### src/rtl/rf_alu_sequencer_pkg.sv
// Shared types and constants for the register-file ALU sequencer.
// Opcodes, FSM state encoding and default widths.
package rf_pkg;

  localparam int DATA_W = 8;
  localparam int ADDR_W = 3;

  localparam logic [2:0] OP_ADD   = 3'd0;
  localparam logic [2:0] OP_SUB   = 3'd1;
  localparam logic [2:0] OP_AND   = 3'd2;
  localparam logic [2:0] OP_OR    = 3'd3;
  localparam logic [2:0] OP_XOR   = 3'd4;
  localparam logic [2:0] OP_NOT   = 3'd5;
  localparam logic [2:0] OP_SHL   = 3'd6;
  localparam logic [2:0] OP_LOADI = 3'd7;

  typedef enum logic [1:0] {
    IDLE  = 2'd0,
    READ  = 2'd1,
    EXEC  = 2'd2,
    WRITE = 2'd3
  } state_t;

endpackage

### src/rtl/rf_alu_sequencer_if.sv
// Instruction handshake bus into the sequencer.
// master drives instructions, slave accepts them.
interface rf_alu_sequencer_if
  import rf_pkg::*;
#(
  parameter int DW = DATA_W,
  parameter int AW = ADDR_W
);

  logic          instr_valid;
  logic          instr_ready;
  logic [2:0]    op;
  logic [AW-1:0] rd;
  logic [AW-1:0] rs1;
  logic [AW-1:0] rs2;
  logic [DW-1:0] imm;

  modport master (
    output instr_valid,
    output op,
    output rd,
    output rs1,
    output rs2,
    output imm,
    input  instr_ready
  );

  modport slave (
    input  instr_valid,
    input  op,
    input  rd,
    input  rs1,
    input  rs2,
    input  imm,
    output instr_ready
  );

endinterface

### src/rtl/rf_alu_sequencer_alu.sv
// Combinational ALU: result and carry/borrow/shift-out.
// zero is left to the caller.
module rf_alu
  import rf_pkg::*;
#(
  parameter int W = DATA_W
) (
  input  logic [2:0]   op,
  input  logic [W-1:0] a,
  input  logic [W-1:0] b,
  input  logic [W-1:0] imm,
  output logic [W-1:0] y,
  output logic         cout
);

  logic [W:0] sum;
  logic [W:0] diff;

  assign sum  = {1'b0, a} + {1'b0, b};
  assign diff = {1'b0, a} - {1'b0, b};

  // Select the operation; the extra top bit of sum/diff is carry/borrow.
  always_comb begin
    y    = '0;
    cout = 1'b0;
    case (op)
      OP_ADD: begin
        y    = sum[W-1:0];
        cout = sum[W];
      end
      OP_SUB: begin
        y    = diff[W-1:0];
        cout = diff[W];
      end
      OP_AND: y = a & b;
      OP_OR:  y = a | b;
      OP_XOR: y = a ^ b;
      OP_NOT: y = ~a;
      OP_SHL: begin
        y    = {a[W-2:0], 1'b0};
        cout = a[W-1];
      end
      OP_LOADI: y = imm;
      default: begin
        y    = '0;
        cout = 1'b0;
      end
    endcase
  end

endmodule

### src/rtl/rf_alu_sequencer.sv
// Four-state execute/write-back controller in front of the RegisterFile.
// One instruction per four cycles: IDLE, READ, EXEC, WRITE.
module rf_alu_sequencer
  import rf_pkg::*;
#(
  parameter int DW = DATA_W,
  parameter int AW = ADDR_W
) (
  input  logic                clk,
  input  logic                rst,
  rf_alu_sequencer_if.slave   bus,
  output logic [AW-1:0]       rf_read_addr1,
  output logic [AW-1:0]       rf_read_addr2,
  input  logic [DW-1:0]       rf_read_data1,
  input  logic [DW-1:0]       rf_read_data2,
  output logic                rf_we,
  output logic [AW-1:0]       rf_write_addr,
  output logic [DW-1:0]       rf_write_data,
  output logic [DW-1:0]       result,
  output logic                zero,
  output logic                carry,
  output logic                done
);

  state_t        state;
  logic          ready;
  logic [2:0]    op_q;
  logic [AW-1:0] rd_q;
  logic [DW-1:0] imm_q;
  logic [DW-1:0] op_a;
  logic [DW-1:0] op_b;
  logic [DW-1:0] alu_y;
  logic          alu_c;

  assign bus.instr_ready = ready;

  rf_alu #(.W(DW)) u_alu (
    .op   (op_q),
    .a    (op_a),
    .b    (op_b),
    .imm  (imm_q),
    .y    (alu_y),
    .cout (alu_c)
  );

  // Sequencer FSM; all outputs registered, write strobe lives only in WRITE.
  always_ff @(posedge clk or posedge rst) begin
    if (rst) begin
      state         <= IDLE;
      ready         <= 1'b1;
      op_q          <= '0;
      rd_q          <= '0;
      imm_q         <= '0;
      op_a          <= '0;
      op_b          <= '0;
      rf_read_addr1 <= '0;
      rf_read_addr2 <= '0;
      rf_we         <= 1'b0;
      rf_write_addr <= '0;
      rf_write_data <= '0;
      result        <= '0;
      zero          <= 1'b1;
      carry         <= 1'b0;
      done          <= 1'b0;
    end else begin
      rf_we <= 1'b0;
      done  <= 1'b0;
      unique case (state)
        IDLE: begin
          if (bus.instr_valid && ready) begin
            op_q          <= bus.op;
            rd_q          <= bus.rd;
            imm_q         <= bus.imm;
            rf_read_addr1 <= bus.rs1;
            rf_read_addr2 <= bus.rs2;
            ready         <= 1'b0;
            state         <= READ;
          end
        end
        READ: begin
          op_a  <= rf_read_data1;
          op_b  <= rf_read_data2;
          state <= EXEC;
        end
        EXEC: begin
          result        <= alu_y;
          zero          <= (alu_y == '0);
          carry         <= alu_c;
          rf_we         <= 1'b1;
          done          <= 1'b1;
          rf_write_addr <= rd_q;
          rf_write_data <= alu_y;
          state         <= WRITE;
        end
        WRITE: begin
          ready <= 1'b1;
          state <= IDLE;
        end
      endcase
    end
  end

endmodule

### src/flat_wrapper.sv
// flat-port wrapper written by rule: the top's interface ports become plain ports
module rf_alu_sequencer_flat import rf_pkg::*;
#(
  parameter int DW = DATA_W,
  parameter int AW = ADDR_W
)
  (clk, rst, rf_read_addr1, rf_read_addr2, rf_read_data1, rf_read_data2, rf_we, rf_write_addr, rf_write_data, result, zero, carry, done, bus_instr_valid, bus_op, bus_rd, bus_rs1, bus_rs2, bus_imm, bus_instr_ready);
  rf_alu_sequencer_if #(.DW(DW), .AW(AW)) bus_i ();
  input  logic clk;
  input  logic rst;
  output logic [AW-1:0] rf_read_addr1;
  output logic [AW-1:0] rf_read_addr2;
  input  logic [DW-1:0] rf_read_data1;
  input  logic [DW-1:0] rf_read_data2;
  output logic rf_we;
  output logic [AW-1:0] rf_write_addr;
  output logic [DW-1:0] rf_write_data;
  output logic [DW-1:0] result;
  output logic zero;
  output logic carry;
  output logic done;
  input wire logic [$bits(bus_i.instr_valid)-1:0] bus_instr_valid;
  input wire logic [$bits(bus_i.op)-1:0] bus_op;
  input wire logic [$bits(bus_i.rd)-1:0] bus_rd;
  input wire logic [$bits(bus_i.rs1)-1:0] bus_rs1;
  input wire logic [$bits(bus_i.rs2)-1:0] bus_rs2;
  input wire logic [$bits(bus_i.imm)-1:0] bus_imm;
  output wire logic [$bits(bus_i.instr_ready)-1:0] bus_instr_ready;
  assign bus_i.instr_valid = bus_instr_valid;
  assign bus_i.op = bus_op;
  assign bus_i.rd = bus_rd;
  assign bus_i.rs1 = bus_rs1;
  assign bus_i.rs2 = bus_rs2;
  assign bus_i.imm = bus_imm;
  assign bus_instr_ready = bus_i.instr_ready;
  rf_alu_sequencer #(.DW(DW), .AW(AW)) u_core (.clk(clk), .rst(rst), .bus(bus_i), .rf_read_addr1(rf_read_addr1), .rf_read_addr2(rf_read_addr2), .rf_read_data1(rf_read_data1), .rf_read_data2(rf_read_data2), .rf_we(rf_we), .rf_write_addr(rf_write_addr), .rf_write_data(rf_write_data), .result(result), .zero(zero), .carry(carry), .done(done));
endmodule
### config.mk
export PLATFORM = sky130hd
export DESIGN_NAME = rf_alu_sequencer_flat
export DESIGN_NICKNAME = d
export VERILOG_FILES = /design/src/rtl/rf_alu_sequencer_pkg.sv /design/src/rtl/rf_alu_sequencer_if.sv /design/src/rtl/rf_alu_sequencer_alu.sv /design/src/rtl/rf_alu_sequencer.sv /design/src/flat_wrapper.sv
export SDC_FILE = /design/constraint.sdc
export NUM_CORES = 1
export LEC_CHECK = 0
export BUFFER_PORTS_ARGS = -buffer_cell sky130_fd_sc_hd__buf_4
export CAP_MARGIN = 20
export CORE_MARGIN = 2
export CORE_UTILIZATION = 29
export CTS_CLUSTER_SIZE = 12
export DETAILED_ROUTE_END_ITERATION = 8
export PLACE_DENSITY = 0.52
export SLEW_MARGIN = 20
export SYNTH_ARGS = -nofsm -noshare
export SYNTH_HDL_FRONTEND = slang
export SYNTH_SLANG_ARGS = --single-unit
### constraint.sdc
create_clock -name clk -period 2.5 [get_ports clk]
set_clock_uncertainty 0.15 [all_clocks]
set_input_delay 0.75 -clock clk [delete_from_list [all_inputs] [get_ports clk]]
set_output_delay 0.75 -clock clk [all_outputs]
set_load 0.005 [all_outputs]
==> flow_summary.json <==
{
  "hold_viol": 0,
  "postRouteAntennaNets": 0,
  "grt_pass1_vias": 2967,
  "p_leak_nw": 2.20,
  "worst_pin_slew_ps": 501,
  "diodes": 0,
  "regArea_sq_um": 1330,
  "htreeDepth": 2,
  "start_kind": "flip-flop",
  "endpoint_kind": "flip-flop",
  "cp_slowest_cell": "dfrtp_1",
  "synthSimpleGateAreaFrac_pct": 12.8,
  "area_growth_pct": 34.2,
  "coreArea_sq_um": 12100,
  "synthTopCellsByArea": "dfrtp_1 35%, ha_1 9.7%, mux2_2 9.4%",
  "worstPathArrival_ps": 2580,
  "maxSlewHeadroom_pct": 66.6,
  "synth_top_area_share_pct": 35.4,
  "hold_class": "in2async",
  "vdd_drop_max_mv": 0.428,
  "setup_tns_ps": -27.4,
  "setup_viol": 2,
  "gp_congestion": 0.873,
  "cts.sinks": 53,
  "cts-root-buf": "clkbuf_16",
  "dieArea_sq_um": 13300,
  "die_height_um": 115,
  "timing.rr.start": "u_core.op_b[0]$_DFFE_PP0N_",
  "initial_core_util_pct": 29.9,
  "cts_tree": "done",
  "multiInputGateArea_sq_um": 2130,
  "ios": 69,
  "period_minus_slack_ps": 2520,
  "yosysWarnings": 0,
  "clock_latency_ps": 300,
  "violations": "setup timing",
  "synth_xor_area_share_pct": 0.486,
  "drc": 0,
  "synth_fp_nets": 438,
  "post-route-util_pct": 40.1,
  "syn_inst": 369,
  "status": "finished with violations",
  "portBuffers": 68,
  "ys.flop_type": "dfrtp_1",
  "rsz0062_at_grt": "true",
  "drt-initial-drc-count": 184,
  "yosysSeqAreaShare_pct": 36.9,
  "timing.hold.ws_ps": 256,
  "vias": 3027,
  "first_pass_iters": 4,
  "synth_top_family_by_area": "compound AO/OA/AOI/OAI gates",
  "final_nets": 532,
  "ctsHoldBuffers": 0,
  "grt_max_degree": 33,
  "synth_edf_count": 0,
  "grt_pass1_wl_um": 15300,
  "grt-ovfl-total": 0,
  "crit_path_cell_trace": "buf_4, ha_4, inv_2, fa_2, and2b_2, buf_6, o31ai_4, a211oi_2, o22ai_2, nand4_1, o41ai_2",
  "syn_avg_cell_area_sq_um": 9.76,
  "fp-row-count": 40,
  "synthMuxAreaShare_pct": 12.1,
  "layout_setup_ws_ps": -21.1,
  "max_stage_delay_ps": 380,
  "power_density_nw_per_um2": 1560,
  "syn_area_sq_um": 3600,
  "finalPower_mw": 7.52,
  "path_clk_slew_ps": 80,
  "yosys.cell_types.count": 64,
  "synth_area_leader_cell": "dfrtp_1",
  "drive_gt1_share_pct": 42.5,
  "r2r_slack_ps": -20,
  "cts_buffers": 5,
  "routed_wl_um": 9510,
  "wire_per_inst_um": 15.1,
  "async_flop_share_pct": 100,
  "cp_max_fo": 3,
  "synth_seq_cells": 53,
  "path_class": "reg2reg",
  "routed_via_density": 4.79,
  "rr_worst_depth": 11,
  "grt_util_all_layers_pct": 14.5,
  "required_ps": 2560,
  "critPathBufInv": 3,
  "antenna_found_initial": 0,
  "dp_slack_ps": -97.9,
  "reg2reg_to": "u_core.zero$_DFFE_PP1P_",
  "die_w_um": 115,
  "cp_num_cells": 11,
  "dpl.hpwl_um": 7240,
  "synthAdderAreaFrac_pct": 10.8,
  "maxSlewViolCount": 0,
  "max_freq_ghz": 0.397,
  "drv_cap": 0,
  "cp_top_family": "compound AO/OA/AOI/OAI gates",
  "fillCellCount": 1230,
  "clockBufferDepth": 2,
  "period_share_pct": 101,
  "synth_compound_area_share_pct": 18.5
}
registers in the layout, summed over array words and instances, names as in the netlist, 2 cells and up:
register / cells
u_core.imm_q: 8
u_core.op_a: 8
u_core.op_b: 8
u_core.op_q: 3
u_core.rd_q: 3
u_core.rf_read_addr1: 3
u_core.rf_read_addr2: 3
u_core.rf_write_addr: 3
u_core.rf_write_data: 8
u_core.state: 2
placed cells by master (no fill, tap or decap), drive strengths merged, types with 5 or more instances in the layout:
master and n:
a21oi 14, buf 116, clkbuf 5, dfrtp 51, ha 28, inv 35
mux2 32, mux2i 7, nand2 29, nand2b 8, nand3 9, nor2 15
nor2b 9, o211ai 9, o21ai 27
report_power, final:
| part | internal [mW] | switching, mW |
|---|---|---|
| clock network | 0.384 | 0.368 |
| registers | 1.30 | 0.354 |
| logic | 2.58 | 2.54 |
worst max-delay path by stage:
stage | start | to
2_1_floorplan | u_core.op_a[0]$_DFFE_PP0N_ | u_core.rf_write_data[6]$_DFFE_PP0P_
3_3_place_gp | u_core.op_a[1]$_DFFE_PP0N_ | u_core.zero$_DFFE_PP1P_
3_5_place_dp | u_core.op_a[0]$_DFFE_PP0N_ | u_core.zero$_DFFE_PP1P_
4_1_cts | u_core.op_a[0]$_DFFE_PP0N_ | u_core.rf_write_data[4]$_DFFE_PP0P_
5_1_grt | u_core.op_a[0]$_DFFE_PP0N_ | u_core.zero$_DFFE_PP1P_
6_report | u_core.op_b[0]$_DFFE_PP0N_ | u_core.zero$_DFFE_PP1P_
layer usage:
layer | vias to the layer above | part of all wire [%] | global-route usage [%]
li1 | 1473 | - | -
met1 | 1477 | 49 | 20.9
met2 | 71 | 47 | 22.8
met3 | 6 | 3.6 | 2.41
met4 | 0 | 0.89 | 3.53
met5 | - | 0 | 0
cells by family (layout without fill, tap and decap cells):
logic type	after synthesis	after routing
AO/OA/AOI/OAI	94	94
AND/OR/NAND/NOR	89	89
buffers and inverters	62	157
flip-flops	53	53
multiplexers	39	39
adder cells (fa/ha/maj)	30	30
XOR/XNOR	2	2
area by class of cell:
class / instances / area share (%)
Clock inverter: 3 / 0.543
Clock buffer: 5 / 2.59
Timing Repair Buffer: 116 / 18.3
Inverter: 33 / 2.61
Multi-Input combinational cell: 254 / 44.1
Sequential cell: 53 / 27.5
Tap cell: 168 / 4.35
cells in the mapped netlist, types with 4 or more instances:
cell type and count:
dfrtp_1 51, inv_1 32, mux2_2 30, nand2_1 29, ha_1 28, o21ai_0 27, nor2_1 15, a21oi_1 14
buf_4 10, nand3_1 9, o211ai_1 9, buf_2 8, nand2b_1 8, nor2b_1 8, mux2i_1 7, clkbuf_1 6
a31oi_1 4, o311a_1 4
per-stage QoR:
| step | std cells | area [sq um] |
|---|---|---|
| after global placement | 619 | 4480 |
| after global routing | 632 | 4840 |
| after detailed placement | 619 | 4480 |
| after floorplan | 369 | 3600 |
| final | 632 | 4840 |
| after CTS | 628 | 4670 |
what timing repair did:
action	4_1_cts	5_1_grt
endpoints found under the setup margin	5	6
resized for setup	9	30
pin swaps	2	13
setup buffers	1	4
gates cloned	0	0
(Power assumes the default switching activity.)
